[src/rtl/ysyx_23060240_csr_file.sv]
// Machine-mode CSR file: CSRRW/CSRRS/CSRRC read-modify-write, ecall/mret trap
// sequencing with MIE/MPIE stacking, and a free-running 64-bit mcycle counter.
// Optional machine timer interrupt (mie/mip, async trap) is enabled by defining
// the macro YSYX_23060240_CSR_IRQ_EN.
module ysyx_23060240_csr_file #(
    parameter int              XLEN        = 32,
    parameter logic [XLEN-1:0] MTVEC_RESET = '0
) (
    input  logic            clk,
    input  logic            rst,
    input  logic [XLEN-1:0] pc,
    input  logic [11:0]     csr_addr,
    input  logic [1:0]      csr_op,
    input  logic [XLEN-1:0] csr_wdata,
    input  logic            ecall,
    input  logic            mret,
`ifdef YSYX_23060240_CSR_IRQ_EN
    input  logic            irq_timer,
`endif
    output logic [XLEN-1:0] csr_rdata,
    output logic            csr_illegal,
    output logic            trap_valid,
    output logic [XLEN-1:0] trap_target
);

    localparam logic [11:0] ADDR_MSTATUS  = 12'h300;
    localparam logic [11:0] ADDR_MTVEC    = 12'h305;
    localparam logic [11:0] ADDR_MSCRATCH = 12'h340;
    localparam logic [11:0] ADDR_MEPC     = 12'h341;
    localparam logic [11:0] ADDR_MCAUSE   = 12'h342;
    localparam logic [11:0] ADDR_MCYCLE   = 12'hB00;
    localparam logic [11:0] ADDR_MCYCLEH  = 12'hB80;
`ifdef YSYX_23060240_CSR_IRQ_EN
    localparam logic [11:0] ADDR_MIE      = 12'h304;
    localparam logic [11:0] ADDR_MIP      = 12'h344;
`endif

    localparam logic [1:0] OP_NONE = 2'b00;
    localparam logic [1:0] OP_RW   = 2'b01;
    localparam logic [1:0] OP_RS   = 2'b10;
    localparam logic [1:0] OP_RC   = 2'b11;

    localparam logic [XLEN-1:0] ALIGN_MASK = ~XLEN'(3);

    logic            mie_q, mie_d;
    logic            mpie_q, mpie_d;
    logic [XLEN-1:0] mtvec_q, mtvec_d;
    logic [XLEN-1:0] mscratch_q, mscratch_d;
    logic [XLEN-1:0] mepc_q, mepc_d;
    logic [XLEN-1:0] mcause_q, mcause_d;
    logic [63:0]     mcycle_q, mcycle_d;
`ifdef YSYX_23060240_CSR_IRQ_EN
    logic            mtie_q, mtie_d;
`endif

    logic [XLEN-1:0] mstatus_rd;
    logic [XLEN-1:0] read_val;
    logic            addr_impl;
    logic [XLEN-1:0] write_val;
    logic            csr_write;
    logic            irq_take;

    // Assemble the architectural view of mstatus (MPP hardwired to M-mode)
    always_comb begin
        mstatus_rd        = '0;
        mstatus_rd[12:11] = 2'b11;
        mstatus_rd[7]     = mpie_q;
        mstatus_rd[3]     = mie_q;
    end

    // Decode the CSR address into its current value and an implemented flag
    always_comb begin
        read_val  = '0;
        addr_impl = 1'b1;
        case (csr_addr)
            ADDR_MSTATUS:  read_val = mstatus_rd;
            ADDR_MTVEC:    read_val = mtvec_q;
            ADDR_MSCRATCH: read_val = mscratch_q;
            ADDR_MEPC:     read_val = mepc_q;
            ADDR_MCAUSE:   read_val = mcause_q;
            ADDR_MCYCLE:   read_val = mcycle_q[XLEN-1:0];
            ADDR_MCYCLEH: begin
                if (XLEN == 32) read_val = XLEN'(mcycle_q[63:32]);
                else            addr_impl = 1'b0;
            end
`ifdef YSYX_23060240_CSR_IRQ_EN
            ADDR_MIE: read_val[7] = mtie_q;
            ADDR_MIP: read_val[7] = irq_timer;
`endif
            default: addr_impl = 1'b0;
        endcase
    end

    // Read-modify-write value and whether a CSR write actually commits this cycle
    always_comb begin
        case (csr_op)
            OP_RW:   write_val = csr_wdata;
            OP_RS:   write_val = read_val | csr_wdata;
            OP_RC:   write_val = read_val & ~csr_wdata;
            default: write_val = read_val;
        endcase
`ifdef YSYX_23060240_CSR_IRQ_EN
        irq_take = mie_q & mtie_q & irq_timer & ~ecall & ~mret;
`else
        irq_take = 1'b0;
`endif
        csr_write = addr_impl && !ecall && !mret && !irq_take &&
                    ((csr_op == OP_RW) || ((csr_op != OP_NONE) && (csr_wdata != '0)));
    end

    // Combinational outputs: read port, illegal flag and fetch redirect
    always_comb begin
        csr_rdata   = read_val;
        csr_illegal = (csr_op != OP_NONE) && !addr_impl;
        trap_valid  = ecall | mret | irq_take;
        if (ecall)         trap_target = mtvec_q;
        else if (mret)     trap_target = mepc_q;
        else if (irq_take) trap_target = mtvec_q;
        else               trap_target = '0;
    end

    // Next-state: traps take priority over CSR writes; mcycle counts unless written
    always_comb begin
        mie_d      = mie_q;
        mpie_d     = mpie_q;
        mtvec_d    = mtvec_q;
        mscratch_d = mscratch_q;
        mepc_d     = mepc_q;
        mcause_d   = mcause_q;
        mcycle_d   = mcycle_q + 64'd1;
`ifdef YSYX_23060240_CSR_IRQ_EN
        mtie_d     = mtie_q;
`endif
        if (ecall) begin
            mepc_d   = pc & ALIGN_MASK;
            mcause_d = XLEN'(11);
            mpie_d   = mie_q;
            mie_d    = 1'b0;
        end else if (mret) begin
            mie_d  = mpie_q;
            mpie_d = 1'b1;
        end else if (irq_take) begin
            mepc_d   = pc & ALIGN_MASK;
            mcause_d = {1'b1, (XLEN-1)'(7)};
            mpie_d   = mie_q;
            mie_d    = 1'b0;
        end else if (csr_write) begin
            case (csr_addr)
                ADDR_MSTATUS: begin
                    mie_d  = write_val[3];
                    mpie_d = write_val[7];
                end
                ADDR_MTVEC:    mtvec_d    = write_val & ALIGN_MASK;
                ADDR_MSCRATCH: mscratch_d = write_val;
                ADDR_MEPC:     mepc_d     = write_val & ALIGN_MASK;
                ADDR_MCAUSE:   mcause_d   = write_val;
                ADDR_MCYCLE: begin
                    if (XLEN == 32) mcycle_d = {mcycle_q[63:32], write_val[31:0]};
                    else            mcycle_d = 64'(write_val);
                end
                ADDR_MCYCLEH:  mcycle_d = {write_val[31:0], mcycle_q[31:0]};
`ifdef YSYX_23060240_CSR_IRQ_EN
                ADDR_MIE:      mtie_d = write_val[7];
`endif
                default: ;
            endcase
        end
    end

    // State registers with synchronous reset overriding every update
    always_ff @(posedge clk) begin
        if (rst) begin
            mie_q      <= 1'b0;
            mpie_q     <= 1'b0;
            mtvec_q    <= MTVEC_RESET & ALIGN_MASK;
            mscratch_q <= '0;
            mepc_q     <= '0;
            mcause_q   <= '0;
            mcycle_q   <= '0;
`ifdef YSYX_23060240_CSR_IRQ_EN
            mtie_q     <= 1'b0;
`endif
        end else begin
            mie_q      <= mie_d;
            mpie_q     <= mpie_d;
            mtvec_q    <= mtvec_d;
            mscratch_q <= mscratch_d;
            mepc_q     <= mepc_d;
            mcause_q   <= mcause_d;
            mcycle_q   <= mcycle_d;
`ifdef YSYX_23060240_CSR_IRQ_EN
            mtie_q     <= mtie_d;
`endif
        end
    end

endmodule
[config.mk]
export PLATFORM = sky130hd
export DESIGN_NAME = ysyx_23060240_csr_file
export DESIGN_NICKNAME = d
export VERILOG_FILES = /design/src/rtl/ysyx_23060240_csr_file.sv
export SDC_FILE = /design/constraint.sdc
export NUM_CORES = 1
export LEC_CHECK = 0
export BUFFER_PORTS_ARGS = -buffer_cell sky130_fd_sc_hd__buf_2
export CAP_MARGIN = 15
export CORE_ASPECT_RATIO = 0.6
export CORE_MARGIN = 3
export CORE_UTILIZATION = 40
export CTS_BUF_LIST = sky130_fd_sc_hd__clkbuf_16
export CTS_CLUSTER_DIAMETER = 40
export DETAILED_ROUTE_END_ITERATION = 7
export REMOVE_ABC_BUFFERS = 1
export SYNTH_ARGS = -nofsm -noshare
export SYNTH_HDL_FRONTEND = slang
export SYNTH_SLANG_ARGS = --single-unit
[constraint.sdc]
create_clock -name clk -period 5.05 [get_ports clk]
set_input_delay 1.515 -clock clk [delete_from_list [all_inputs] [get_ports clk]]
set_output_delay 1.515 -clock clk [all_outputs]
set_load 0.01 [all_outputs]
Word level (Yosys, flattened, before mapping) --
Index checks and enable logic that the tools add are counted.
Cells by class: add/subtract/negate cells 1, $mul 0, divide/modulo/power cells 0, $lt $le $gt $ge 0, equality and inequality tests 13, shift-type cells 0, muxes and demuxes 24, bitwise operators 6, reductions and logical operators 27
Operator list (number):
- $pmux 32 s7 | 1
- $mux 32 | 6
- $mux 64 | 3
- $pmux 64 s2 | 1
- $pmux 32 s3 | 1
- $add 64x1->64 const B | 1
- $eq 12x10->1 const B | 5
- $and 32x32->32 | 1
- $not 32->32 | 1
- $or 32x32->32 | 1
- $reduce_bool 32->1 | 1
- $eq 12x12->1 const B | 2
- $mux 4 | 4
- $reduce_bool 2->1 | 6
- $reduce_and 3->1 | 3
- $mux 1 | 8
- $ne 4x4->1 const B | 2
- $reduce_and 4->1 | 2
- $reduce_or 7->1 | 1
- $reduce_bool 3->1 | 2
- $logic_and 1x1->1 | 5
- $eq 2x2->1 const B | 2
- $reduce_and 2->1 | 2
- $logic_not 1->1 | 3
- other kinds (6) | 7
Word-level totals: flip-flop bits (word level) 190, latch bits 0, memory bits (writable) 0, bits in read-only memories 0, input bits 82, output and inout bits 66, memories kept 0

Logic depth before layout (Yosys ltp) --
word-level depth 9, gate-level depth with buffers 11

Least setup slack after synthesis --
OpenSTA, ideal clock, no wires.
path type input-to-output, start point input csr_addr[8], end point output csr_rdata[6], arrival 2.970 ns, path slack 0.565 ns, stages 7, path through nor4bb_1 -> clkbuf_1 -> and3_1 -> buf_2 -> buf_2 -> a22o_1 -> a2111o_1
Between the ends: word-level cells in the longest chain between the ends 2, elaborated cells between the ends (all ways) 8, classes of those cells 7 x eq/ne; 1 x mux
Ends and longest elaborated chain:
- from (decl) | RTL line 12 | input logic [11:0] csr_addr,
- $eq 12x12->1 / $eq 12x10->1 (equally long branches) | RTL line 75 | case (csr_addr)
- $pmux 32 s7 (*) | RTL line 75
- to (decl) | RTL line 20 | output logic [XLEN-1:0] csr_rdata,
Every way passes the cells marked *; elsewhere a longest branch is shown, timed or not.

Worst setup path in the final report --
start point input csr_addr[5], end point output csr_rdata[11]
The elaborated chain is that of the path after synthesis.

==> impl_metrics.py <==
metrics = {
    "status": {
        "outcome": "completed",
    },
    "yosys": {
        "synth_top_area_frac": 0.328,
        "synth-seq-area-share": 0.328,
        "synth_cells": 1508,
        "synth-edff-count": 0,
        "yosys.area.top_type": "dfxtp_1",
        "synth_cell_types": 84,
        "syn-mean-instance-area_um2": 7.68,
        "async_reset_ff_frac": 0,
        "syn-cell-area_um2": 11600,
        "ys_seq_elements": 190,
        "synth_top_flop_cell": "dfxtp_1",
        "yosys-top-cells-area": "dfxtp_1 33%, nand2_1 5.8%, a211oi_1 5.5%",
        "yosys_warnings": 0,
    },
    "place": {
        "port-buffer-count": 143,
        "hpwlAfterDp_um": 38800,
        "dp.cells": 1996,
        "gp_congestion": 1.03,
    },
    "layout": {
        "stdcell_count": 2028,
        "layout-drive-gt1-share": 0.192,
        "nets": 1731,
        "antenna_cells": 0,
        "syn_to_final_growth_pct": 18.6,
    },
    "critical_path": {
        "crit_path_max_fanout": 6,
        "path_cells": "buf_2 -> buf_4 -> nor4b_4 -> nand3_1 -> o211ai_1 -> or2_2 -> buf_2",
        "r2r_cells": 7,
        "cp_slowest_cell": "o211ai_1",
        "worstPathArrival_ns": 3.49,
        "path_common_cell": "buf_2",
        "endpoint_kind": "primary output",
        "r2r_slack_ns": 1.67,
        "cp_slowest_stage_delay_ns": 0.54,
        "critPathRequiredTime_ns": 3.54,
        "timing_worst_setup_path_type": "in -> out",
        "startpoint_type": "input port",
        "regToRegEndpoint": "mcycle_q[58]",
        "reg2reg_from": "mcycle_q[28]",
    },
    "clocking": {
        "post-cts-setup-buffers": 0,
        "clk_latency_ns": 0.46,
        "numCtsBuffers": 17,
        "cts_tree": "built",
        "cts_max_level": 4,
        "cts.sinks": 190,
        "cts_hold_buf": 0,
        "cts.repair.resized": 0,
        "cts_buffer_depth": 2,
        "clk_pin_slew_ns": 0.08,
        "cts_root_buf": "clkbuf_16",
    },
    "floorplan": {
        "initial_core_util": 0.413,
        "die-area_um2": 31100,
        "num_rows": 47,
        "die_w_um": 226,
        "die_y_um": 138,
        "core_region_area_um2": 28100,
        "io_pins": 148,
    },
    "global_route": {
        "grt_overflow": 0,
        "grt_max_degree": 124,
        "grt_pass1_vias": 11800,
        "grt_pass1_wl_um": 78100,
        "grtUsageTotal": 0.340,
        "antenna_found_initial": 0,
    },
    "route": {
        "vias": 13200,
        "drt_iter0_markers": 1850,
        "ant_nets": 0,
        "dr.pass1.iters": 6,
        "routedWlPerCell_um": 26.4,
        "vias_per_cell": 6.51,
        "route.detailed.drc": 0,
        "wl_um": 53600,
    },
    "worst_hold_path": {
        "hold_path_class": "reg -> reg",
        "hp-start": "mcause_q[30]",
        "worstHoldPathCells": 2,
        "min_to": "mcause_q[30]",
    },
    "timing": {
        "fin_crit_sh": 0.991,
        "timing.setup.tns_ns": 0,
        "hold_viol": 0,
        "drv_slew": 0,
        "setup_viol": 0,
        "relSlewSlack": 0.274,
        "fmax_ghz": 0.200,
        "rsz0062_at_grt": "no",
        "period_needed_ns": 5.00,
        "worst_pin_slew_ns": 1.08,
        "finClkSkew_ns": 0.00996,
    },
    "run": {
        "cap_viol_max_count": 0,
    },
    "pwr": {
        "p_total_w": 0.00332,
        "power_density_nw_per_um2": 242,
        "ir_drop_v": 0.000158,
        "p_leak_nw": 4.97,
    },
}
==> area by class of cell <==
cell class              instances  area, um2
fillers                      2807      14300
multi-input cells            1170       7210
flip-flops and latches        190       3800
repair buffers                242       1580
well taps                     367        459
clock buffers                  17        425
clock inverters                15        170
inverters                      27        101
==> worst max-delay path: cells and delay by family <==
| kind | cells | cell delay, ns |
|---|---|---|
| AO/OA/AOI/OAI | 1 | 0.54 |
| AND/OR/NAND/NOR | 3 | 1.03 |
| buffers and inverters | 3 | 0.39 |
==> through the flow <==
stage / hold slack, ns / setup WS (ns) / util / cell area [um2]
after global routing: 0.491 / 0.0167 / 0.490 / 13700
after floorplan: 0.444 / -0.949 / - / 11100
after detailed placement: 0.464 / 0.122 / 0.469 / 13100
final: 0.477 / 0.0470 / 0.490 / 13700
after CTS: 0.479 / 0.122 / 0.490 / 13700
after global placement: 0.455 / 0.184 / 0.469 / 13100
==> registers in the layout, indices dropped and copies added, names as in the netlist <==
| signal | count |
|---|---|
| mscratch_q | 32 |
| mepc_q | 30 |
| mie_q | 1 |
| mcause_q | 32 |
| mpie_q | 1 |
| mcycle_q | 64 |
| mtvec_q | 30 |
==> layer usage <==
metal,share of wire,GRT usage
met1,0.45,0.511
met2,0.40,0.482
met3,0.12,0.0660
met4,0.029,0.112
met5,0,0
==> cell usage in the layout, fill, tap and decap left out, drive strengths merged, types with 17 or more instances in the layout <==
cell type	Yosys	final
a211o	17	17
a211oi	88	88
a21oi	66	66
a22o	24	24
a22oi	46	46
and3	27	27
buf	51	242
clkbuf	71	17
dfxtp	190	190
inv	27	30
nand2	179	179
nand2b	31	31
nand3	63	63
nand4	48	48
nor2	160	160
nor3	44	44
o211ai	17	17
o21ai	72	72
o22ai	36	36
xnor2	26	26
==> cell usage after synthesis, types with 7 or more instances <==
cell,instances
clkbuf_1,71
a211o_1,17
inv_1,27
a222oi_1,7
nand3_1,63
nor3_2,7
nand3b_1,9
buf_2,37
a211oi_1,85
nor2_1,159
mux2i_1,10
o211ai_1,15
a32o_1,7
or2_2,7
and2_1,8
a31oi_1,9
nand2_1,178
and4_1,10
a21oi_1,65
o31ai_1,7
a2111oi_0,14
o211a_1,9
and3_1,26
o22ai_1,36
nand4_1,48
xnor2_1,26
a22oi_1,45
nor4_1,13
xor2_1,13
buf_4,9
o21ai_0,72
dfxtp_1,190
nand2b_1,31
a22o_1,24
or3_1,15
nor3_1,34
==> power by group <==
part	total, W	internal, W	switching, W	leakage, nW
Sequential	0.00153	0.00151	0.0000173	1.54
Combinational	0.000360	0.000112	0.000247	3.15
Clock	0.00143	0.000777	0.000653	0.283
==> how the worst max path moves through the flow <==
| stage | cells past startpoint | slack (ns) | end | start |
|---|---|---|---|---|
| 3_3_place_gp | 7 | 0.18 | csr_rdata[11] | csr_addr[5] |
| 2_1_floorplan | 5 | -0.95 | csr_rdata[2] | csr_addr[0] |
| 6_report | 7 | 0.05 | csr_rdata[11] | csr_addr[5] |
| 4_1_cts | 8 | 0.12 | csr_rdata[8] | csr_addr[5] |
| 5_1_grt | 7 | 0.02 | csr_rdata[11] | csr_addr[5] |
| 3_5_place_dp | 8 | 0.12 | csr_rdata[8] | csr_addr[5] |
==> kinds of logic (layout without fill, tap and decap cells) <==
group | count (synthesis) | in the layout | synth area share
buffers and inverters | 149 | 301 | 0.0552
other | 1 | 2 | 0.000324
XOR/XNOR | 39 | 39 | 0.0295
adder cells (fa/ha/maj) | 1 | 1 | 0.00108
AO/OA/AOI/OAI | 468 | 468 | 0.290
multiplexers | 11 | 11 | 0.00961
flip-flops | 190 | 190 | 0.328
AND/OR/NAND/NOR | 649 | 649 | 0.286
Note: power is estimated with default switching activity, not from simulation.
